<file path="config.mk">
export PLATFORM = sky130hd
export DESIGN_NAME = sensor_sample_ctrl
export DESIGN_NICKNAME = d
export VERILOG_FILES = /design/src/rtl/sensor_pkg.sv /design/src/rtl/sensor_buf.sv /design/src/rtl/sensor_sample_ctrl.sv
export SDC_FILE = /design/constraint.sdc
export NUM_CORES = 2
export LEC_CHECK = 0
export BUFFER_PORTS_ARGS = -buffer_cell sky130_fd_sc_hd__buf_2
export CORE_ASPECT_RATIO = 1.75
export CORE_MARGIN = 2
export CORE_UTILIZATION = 55
export CTS_CLUSTER_DIAMETER = 30
export CTS_CLUSTER_SIZE = 24
export DETAILED_ROUTE_END_ITERATION = 8
export GPL_TIMING_DRIVEN = 0
export PLACE_DENSITY_LB_ADDON = 0.15
export SLEW_MARGIN = 15
export SYNTH_ARGS = -nofsm -noshare
export SYNTH_HDL_FRONTEND = slang
export SYNTH_HIERARCHICAL = 1
export SYNTH_SLANG_ARGS = --single-unit
</file>
<file path="constraint.sdc">
create_clock -name clk -period 11.5 [get_ports clk]
set_clock_uncertainty 0.2 [all_clocks]
set_input_delay 1.725 -clock clk [delete_from_list [all_inputs] [get_ports clk]]
set_output_delay 1.725 -clock clk [all_outputs]
set_load 0.005 [all_outputs]
</file>
<file path="src/rtl/sensor_pkg.sv">
// Shared types and default parameters for the sensor sampling controller.
package sensor_pkg;

    typedef enum logic [1:0] {
        S_IDLE,
        S_REQ,
        S_BACKOFF,
        S_FULL
    } sctrl_state_e;

    localparam int DEPTH_DEF   = 64;
    localparam int TIMEOUT_DEF = 1024;
    localparam int DATA_W_DEF  = 32;

endpackage

</file>
<file path="src/rtl/sensor_buf.sv">
// DEPTH x DATA_W sample store: one synchronous write port, one asynchronous read port.
// Kept separate so an SRAM macro can replace it later; read latency then becomes 1.
module sensor_buf
    import sensor_pkg::*;
#(
    parameter int DEPTH  = DEPTH_DEF,
    parameter int ADDR_W = $clog2(DEPTH),
    parameter int DATA_W = DATA_W_DEF
) (
    input  logic              clk,
    input  logic              we_i,
    input  logic [ADDR_W-1:0] waddr_i,
    input  logic [DATA_W-1:0] wdata_i,
    input  logic [ADDR_W-1:0] raddr_i,
    output logic [DATA_W-1:0] rdata_o
);

    // Contents are deliberately not reset; unwritten words read as X.
    logic [DATA_W-1:0] mem_q [DEPTH];

    always_ff @(posedge clk) begin
        if (we_i) begin
            mem_q[waddr_i] <= wdata_i;
        end
    end

    assign rdata_o = mem_q[raddr_i];

endmodule

</file>
<file path="src/rtl/sensor_sample_ctrl.sv">
// Sensor request sequencer: issues sensor_en, captures samples into sensor_buf,
// raises a level interrupt when the buffer is full, flags sensor timeouts.
//
//  state     | meaning
//  ----------+-----------------------------------------------------------
//  S_IDLE    | sensor off, waiting for enable with room in the buffer
//  S_REQ     | sensor_en high, waiting for sensor_ready, timeout running
//  S_BACKOFF | one idle cycle after a timeout before re-issuing the request
//  S_FULL    | buffer full, interrupt asserted until software clears
module sensor_sample_ctrl
    import sensor_pkg::*;
#(
    parameter int DEPTH   = DEPTH_DEF,
    parameter int ADDR_W  = $clog2(DEPTH),
    parameter int DATA_W  = DATA_W_DEF,
    parameter int TIMEOUT = TIMEOUT_DEF
) (
    input  logic              clk,
    input  logic              rst,
    input  logic              sctrl_en_i,
    input  logic              sctrl_clear_i,
    input  logic [ADDR_W-1:0] sctrl_addr_i,
    output logic [DATA_W-1:0] sctrl_out_o,
    output logic              sctrl_int_o,
    output logic [ADDR_W:0]   sample_cnt_o,
    output logic              sensor_err_o,
    input  logic              sensor_ready_i,
    input  logic [DATA_W-1:0] sensor_out_i,
    output logic              sensor_en_o
);

    localparam int TMR_W = $clog2(TIMEOUT);
    localparam logic [ADDR_W:0]  CNT_LAST = (ADDR_W + 1)'(DEPTH - 1);
    localparam logic [TMR_W-1:0] TMR_LAST = TMR_W'(TIMEOUT - 1);

    sctrl_state_e      state_q, state_d;
    logic [ADDR_W-1:0] wptr_q, wptr_d;
    logic [ADDR_W:0]   cnt_q, cnt_d;
    logic [TMR_W-1:0]  timer_q, timer_d;
    logic              err_q, err_d;
    logic              int_q, int_d;
    logic              sen_q, sen_d;
    logic              wr_en;

    always_ff @(posedge clk or negedge rst) begin
        if (!rst) begin
            state_q <= S_IDLE;
            wptr_q  <= '0;
            cnt_q   <= '0;
            timer_q <= '0;
            err_q   <= 1'b0;
            int_q   <= 1'b0;
            sen_q   <= 1'b0;
        end else begin
            state_q <= state_d;
            wptr_q  <= wptr_d;
            cnt_q   <= cnt_d;
            timer_q <= timer_d;
            err_q   <= err_d;
            int_q   <= int_d;
            sen_q   <= sen_d;
        end
    end

    // Timer defaults to zero; it only advances while waiting in S_REQ.
    always_comb begin
        state_d = state_q;
        wptr_d  = wptr_q;
        cnt_d   = cnt_q;
        timer_d = '0;
        err_d   = err_q;
        wr_en   = 1'b0;

        if (sctrl_clear_i) begin
            wptr_d  = '0;
            cnt_d   = '0;
            err_d   = 1'b0;
            state_d = sctrl_en_i ? S_REQ : S_IDLE;
        end else begin
            unique case (state_q)
                S_IDLE: begin
                    if (sctrl_en_i && (cnt_q <= CNT_LAST)) begin
                        state_d = S_REQ;
                    end
                end
                S_REQ: begin
                    if (sensor_ready_i) begin
                        wr_en  = 1'b1;
                        wptr_d = wptr_q + 1'b1;
                        cnt_d  = cnt_q + 1'b1;
                        if (cnt_q == CNT_LAST) begin
                            state_d = S_FULL;
                        end else if (sctrl_en_i) begin
                            state_d = S_REQ;
                        end else begin
                            state_d = S_IDLE;
                        end
                    end else if (timer_q == TMR_LAST) begin
                        err_d   = 1'b1;
                        state_d = S_BACKOFF;
                    end else if (!sctrl_en_i) begin
                        state_d = S_IDLE;
                    end else begin
                        timer_d = timer_q + 1'b1;
                    end
                end
                S_BACKOFF: begin
                    state_d = sctrl_en_i ? S_REQ : S_IDLE;
                end
                S_FULL: begin
                    state_d = S_FULL;
                end
                default: begin
                    state_d = S_IDLE;
                end
            endcase
        end

        // Registered outputs track the state being entered.
        sen_d = (state_d == S_REQ);
        int_d = (state_d == S_FULL);
    end

    sensor_buf #(
        .DEPTH  (DEPTH),
        .ADDR_W (ADDR_W),
        .DATA_W (DATA_W)
    ) u_buf (
        .clk     (clk),
        .we_i    (wr_en),
        .waddr_i (wptr_q),
        .wdata_i (sensor_out_i),
        .raddr_i (sctrl_addr_i),
        .rdata_o (sctrl_out_o)
    );

    assign sctrl_int_o  = int_q;
    assign sample_cnt_o = cnt_q;
    assign sensor_err_o = err_q;
    assign sensor_en_o  = sen_q;

endmodule

</file>
==> impl.org <==
** Die
- Number of placed I/O pins :: 85
- Initial Utilization :: 55.2%
- The die covers 0.147 mm².
- The core region is 0.143 mm².
- Die extent in x :: 291 µm
- Die boundary height :: 506 µm
- Number of standard-cell rows in the floorplan :: 184

** Routing
- For this run, design rule violations remaining after detail routing come to 0.
- For this block, the initial DRC count from the detailed router was 5,455.
- Number of detailed-routing iterations run before antenna repair :: 6
- The routed layout has 41,100 vias.
- Routed len/inst :: 41.9 µm
- Antenna-violating nets left :: 0
- Using the TritonRoute via totals, the vias-per-cell ratio works out to 6.92.
- Aggregate routed wire length :: 249 mm

** Logic synthesis
- Post-synthesis area per instance :: 23.1 µm²
- Among all flip-flop cells after synthesis, the most frequent one is sky130_fd_sc_hd__edfxtp_1.
- Yosys mapped the design onto 49 distinct sky130hd cell types.
- Cell type with the largest total area after synthesis :: sky130_fd_sc_hd__edfxtp_1
- The cell count after synthesis came out at 3,422.
- Synthesis produced a netlist with a net count of 3,468.
- Summing every instance area after synthesis gives 0.0792 mm².
- Number of register bits inferred by synthesis :: 2,076
- Area share of the largest cell type after synthesis :: 77.6%
- In the synthesized netlist the async set-or-reset flop fraction comes to 1.35%.
- Total number of yosys warnings :: 6
- Sorting the synthesized cells by area gives the leading types as sky130_fd_sc_hd__edfxtp_1, sky130_fd_sc_hd__mux4_2, sky130_fd_sc_hd__mux2i_1.
- Counting flops with a built-in enable in the synthesized netlist gives 2,048.
- Post-synthesis sequential area ratio :: 78.5%

** Cells and area
- Leaving out fill and tap cells, the most frequent cells in the layout are sky130_fd_sc_hd__edfxtp_1, sky130_fd_sc_hd__mux4_2, sky130_fd_sc_hd__clkbuf_16.
- Share of cells above drive strength 1 :: 33.0%
- Excluding fillers, the count of instances in the completed layout stands at 5,948.
- Fillcell total :: 8,944
- The library cell used most frequently in the layout, excluding fill and tap cells, is sky130_fd_sc_hd__edfxtp_1.
- The sequential cells in the finished layout cover a total of 0.0622 mm².
- At the end of the flow, the number of nets in the layout was 3,931.
- Area delta synth->final :: 18.4%
- The multi-input combinational cells in the finished layout cover a total of 0.0166 mm².

** Power and ir drop
- The worst-case IR drop observed on VDD is 0.158 mV.
- Cell internal power was estimated by the tool at 13.7 mW.
- Cell leakage power :: 29.8 nW
- Registers are responsible for 47.2% of the overall power.
- Per report_power, the combinational group accounts for 4.9% of the total.
- Switching power of the nets :: 3.92 mW
- Proportion of total power due to net switching :: 22.2%
- Power comes to 17.6 mW.
- Of the total power, the clock network draws 47.9%.
- Power density relative to cell area :: 188 mW/mm²

** Placed design
- IO buf count :: 80
- Worst slack, placed :: 3.59 ns
- Placed cell count :: 5,468
- At the end of routability-driven placement, the weighted congestion stood at 0.938.
- After legalization and detailed placement, the total HPWL measured 164 mm.

** STA
- Setup violations remaining at the end of the flow were counted as 0.
- Setup slack on the critical path of the routed design comes to 3.43 ns.
- The worst pin sits at a relative slew slack of 8.67%.
- The tightest hold path in the finished design has a slack of 0.308 ns.
- The final-report max-slew violation count is 0.
- Derived from the worst setup path, the maximum achievable clock frequency is 124 MHz.
- Period utilization :: 70.1%
- For the pin with the worst max-slew slack, the measured transition is 1.37 ns.
- TNS Setup :: 0 ns
- After layout, the minimum clock period comes to 8.07 ns.
- Final-report hold violation count :: 0
- Setup repair after global routing left no endpoint under its margin.

** Global route
- Across every metal layer, demand over resource in global routing totals 34.3%.
- Wire length of the first global-routing pass :: 337 mm
- The initial antenna violation count was 18.
- Vias in the first global route :: 42,100
- Entering global routing, the biggest net connects 65 pins.
- For this run the aggregate overflow at the end of global routing stands at 0.

** Worst setup path
- Cell seen most often among critical-path stages :: sky130_fd_sc_hd__buf_2
- The kind of cell with the highest combined delay along the critical path is buffers and inverters.
- The worst register-to-register path has a setup slack of 7.52 ns.
- The worst setup path is of the primary input to output port kind.
- STA puts the critical path data arrival time at 6.14 ns.
- CP Launch Type :: primary input
- R2r startpoint :: state_q[1]
- In this design, the stage delay of the slowest critical-path cell is 1.01 ns.
- Path depth of the worst reg2reg path :: 5
- Maximum fanout count along the critical path :: 10
- In this run the critical register-to-register path is captured at u_buf/mem_q[31][30].
- The largest individual stage delay along the critical path comes from the cell sky130_fd_sc_hd__buf_1.
- At the worst endpoint, the required time is 9.58 ns.
- STA classifies the critical path endpoint as an output port.
- The signal on the critical path passes through buf_2 > buf_2 > buf_2 > buf_1 > mux4_2 > o22ai_1 > nor2_1 > a21oi_1 > nor2_1 > buf_2.
- Together, buffers and inverters on the worst path number 5.

** Worst hold path
- Worst hold path startpoint :: timer_q[0]
- End of the worst hold path :: timer_q[0]
- Along the worst hold path, the cell count comes to 1.
- Worst hold-check path type :: flip-flop to flip-flop

** Clock tree
- CTS root buf :: sky130_fd_sc_hd__clkbuf_16
- The clock passes through at most 4 buffers.
- In this run, post-CTS hold repair placed 0 buffers.
- The number of clock buffers added by TritonCTS is 274.
- Clock-pin slew was measured on the worst setup and hold paths at 0.05 ns.
- The number of setup buffers added after CTS is 0.
- Clock tree synthesis found a total of 2,076 sinks.
- In this run the number of H-tree levels came out at 5.
- Post-CTS sizing :: 0
- For the worst-skew pair, the clock arrives at the later sink with an insertion delay of 0.90 ns.
- CTS tree :: built

** Flow run
- Max-cap violations in this run came to 0.

** Outcome
- The run finished with clean final reports.
layer usage:
metal  wire, µm  part of all wire, %  vias up  track usage (%)
met5         63                0.025        -                0
met4      24800                  9.9       10             28.5
met3      23300                  9.3      827             7.36
met2     125000                   50     2919             56.9
met1      76500                   31    21800             38.3
li1           -                    -    15600                -
stage by stage:
step | util [%] | area (µm²)
finish | 65.4 | 93800
global route | 65.4 | 93800
CTS | 65.4 | 93700
detailed placement | 59.0 | 84700
global placement | 57.1 | 81900
floorplan | - | 79200
worst reg2reg max path, cell delays in order (launching register included):
cell	delay, ns
sky130_fd_sc_hd__dfrtp_1	0.43
sky130_fd_sc_hd__nand3b_1	0.29
sky130_fd_sc_hd__nor2_1	0.54
sky130_fd_sc_hd__nand4_1	0.85
sky130_fd_sc_hd__nor2_4	1.05
sky130_fd_sc_hd__buf_12	0.28
registers in the layout (all words and copies together), names as in the netlist:
name	cells
wptr_q	6
sample_cnt_o	7
state_q	2
u_buf/mem_q	2048
sctrl_int_o	1
sensor_en_o	1
sensor_err_o	1
timer_q	10
layout make-up:
class	count	area share (%)
multi-input cells	1160	17.7
clock buffers	304	7.63
flip-flops and latches	2076	66.3
clock inverters	168	2.04
well taps	1860	2.48
plain buffers	185	0.984
diodes	7	0.0187
inverters	1	0.00400
repair buffers	187	2.85
cells by family after synthesis:
| family | after synthesis | synth area share, % |
|---|---|---|
| mux | 637 | 16.6 |
| fa+ha+maj | 4 | 0.0600 |
| flops | 2076 | 78.5 |
| buf+inv | 186 | 1.14 |
| compound gates | 212 | 1.75 |
| xor+xnor | 18 | 0.199 |
| simple gates | 289 | 1.69 |
worst max-delay path by stage:
stage	start	endpoint	slack, ns	cells past startpoint
CTS	sctrl_addr_i[1]	sctrl_out_o[25]	3.58	10
detailed placement	sctrl_addr_i[1]	sctrl_out_o[25]	3.59	10
global placement	sctrl_clear_i	u_buf/mem_q[48][22]	2.41	6
floorplan	sctrl_clear_i	u_buf/mem_q[48][0]	5.89	6
global route	sctrl_addr_i[1]	sctrl_out_o[24]	3.65	10
finish	sctrl_addr_i[1]	sctrl_out_o[25]	3.43	10
power by group through the flow:
stage | Sequential, mW | Clock, mW | Combinational (mW)
floorplan | 8.48 | 0 | 0.390
CTS | 8.33 | 8.52 | 0.847
finish | 8.33 | 8.45 | 0.867
global placement | 8.49 | 0 | 0.814
global route | 8.32 | 8.80 | 0.876
detailed placement | 8.49 | 0 | 0.843
synthesized netlist by cell type (5+ instances only):
| master | count |
|---|---|
| sky130_fd_sc_hd__edfxtp_1 | 2048 |
| sky130_fd_sc_hd__nor3_1 | 9 |
| sky130_fd_sc_hd__buf_4 | 25 |
| sky130_fd_sc_hd__o22ai_1 | 84 |
| sky130_fd_sc_hd__mux4_2 | 544 |
| sky130_fd_sc_hd__clkbuf_1 | 75 |
| sky130_fd_sc_hd__or3_1 | 5 |
| sky130_fd_sc_hd__a22oi_1 | 12 |
| sky130_fd_sc_hd__buf_1 | 22 |
| sky130_fd_sc_hd__a21oi_1 | 66 |
| sky130_fd_sc_hd__buf_2 | 58 |
| sky130_fd_sc_hd__nand3b_1 | 6 |
| sky130_fd_sc_hd__nand4_1 | 9 |
| sky130_fd_sc_hd__xor2_1 | 14 |
| sky130_fd_sc_hd__nor2b_1 | 17 |
| sky130_fd_sc_hd__a311oi_1 | 8 |
| sky130_fd_sc_hd__nand3_1 | 9 |
| sky130_fd_sc_hd__and3_1 | 5 |
| sky130_fd_sc_hd__buf_6 | 5 |
| sky130_fd_sc_hd__o221ai_1 | 27 |
| sky130_fd_sc_hd__mux2i_1 | 93 |
| sky130_fd_sc_hd__dfrtp_1 | 28 |
| sky130_fd_sc_hd__nand2_1 | 37 |
| sky130_fd_sc_hd__nor2_1 | 161 |
| sky130_fd_sc_hd__nand2b_1 | 9 |
Power figures use the tool's default switching activity.
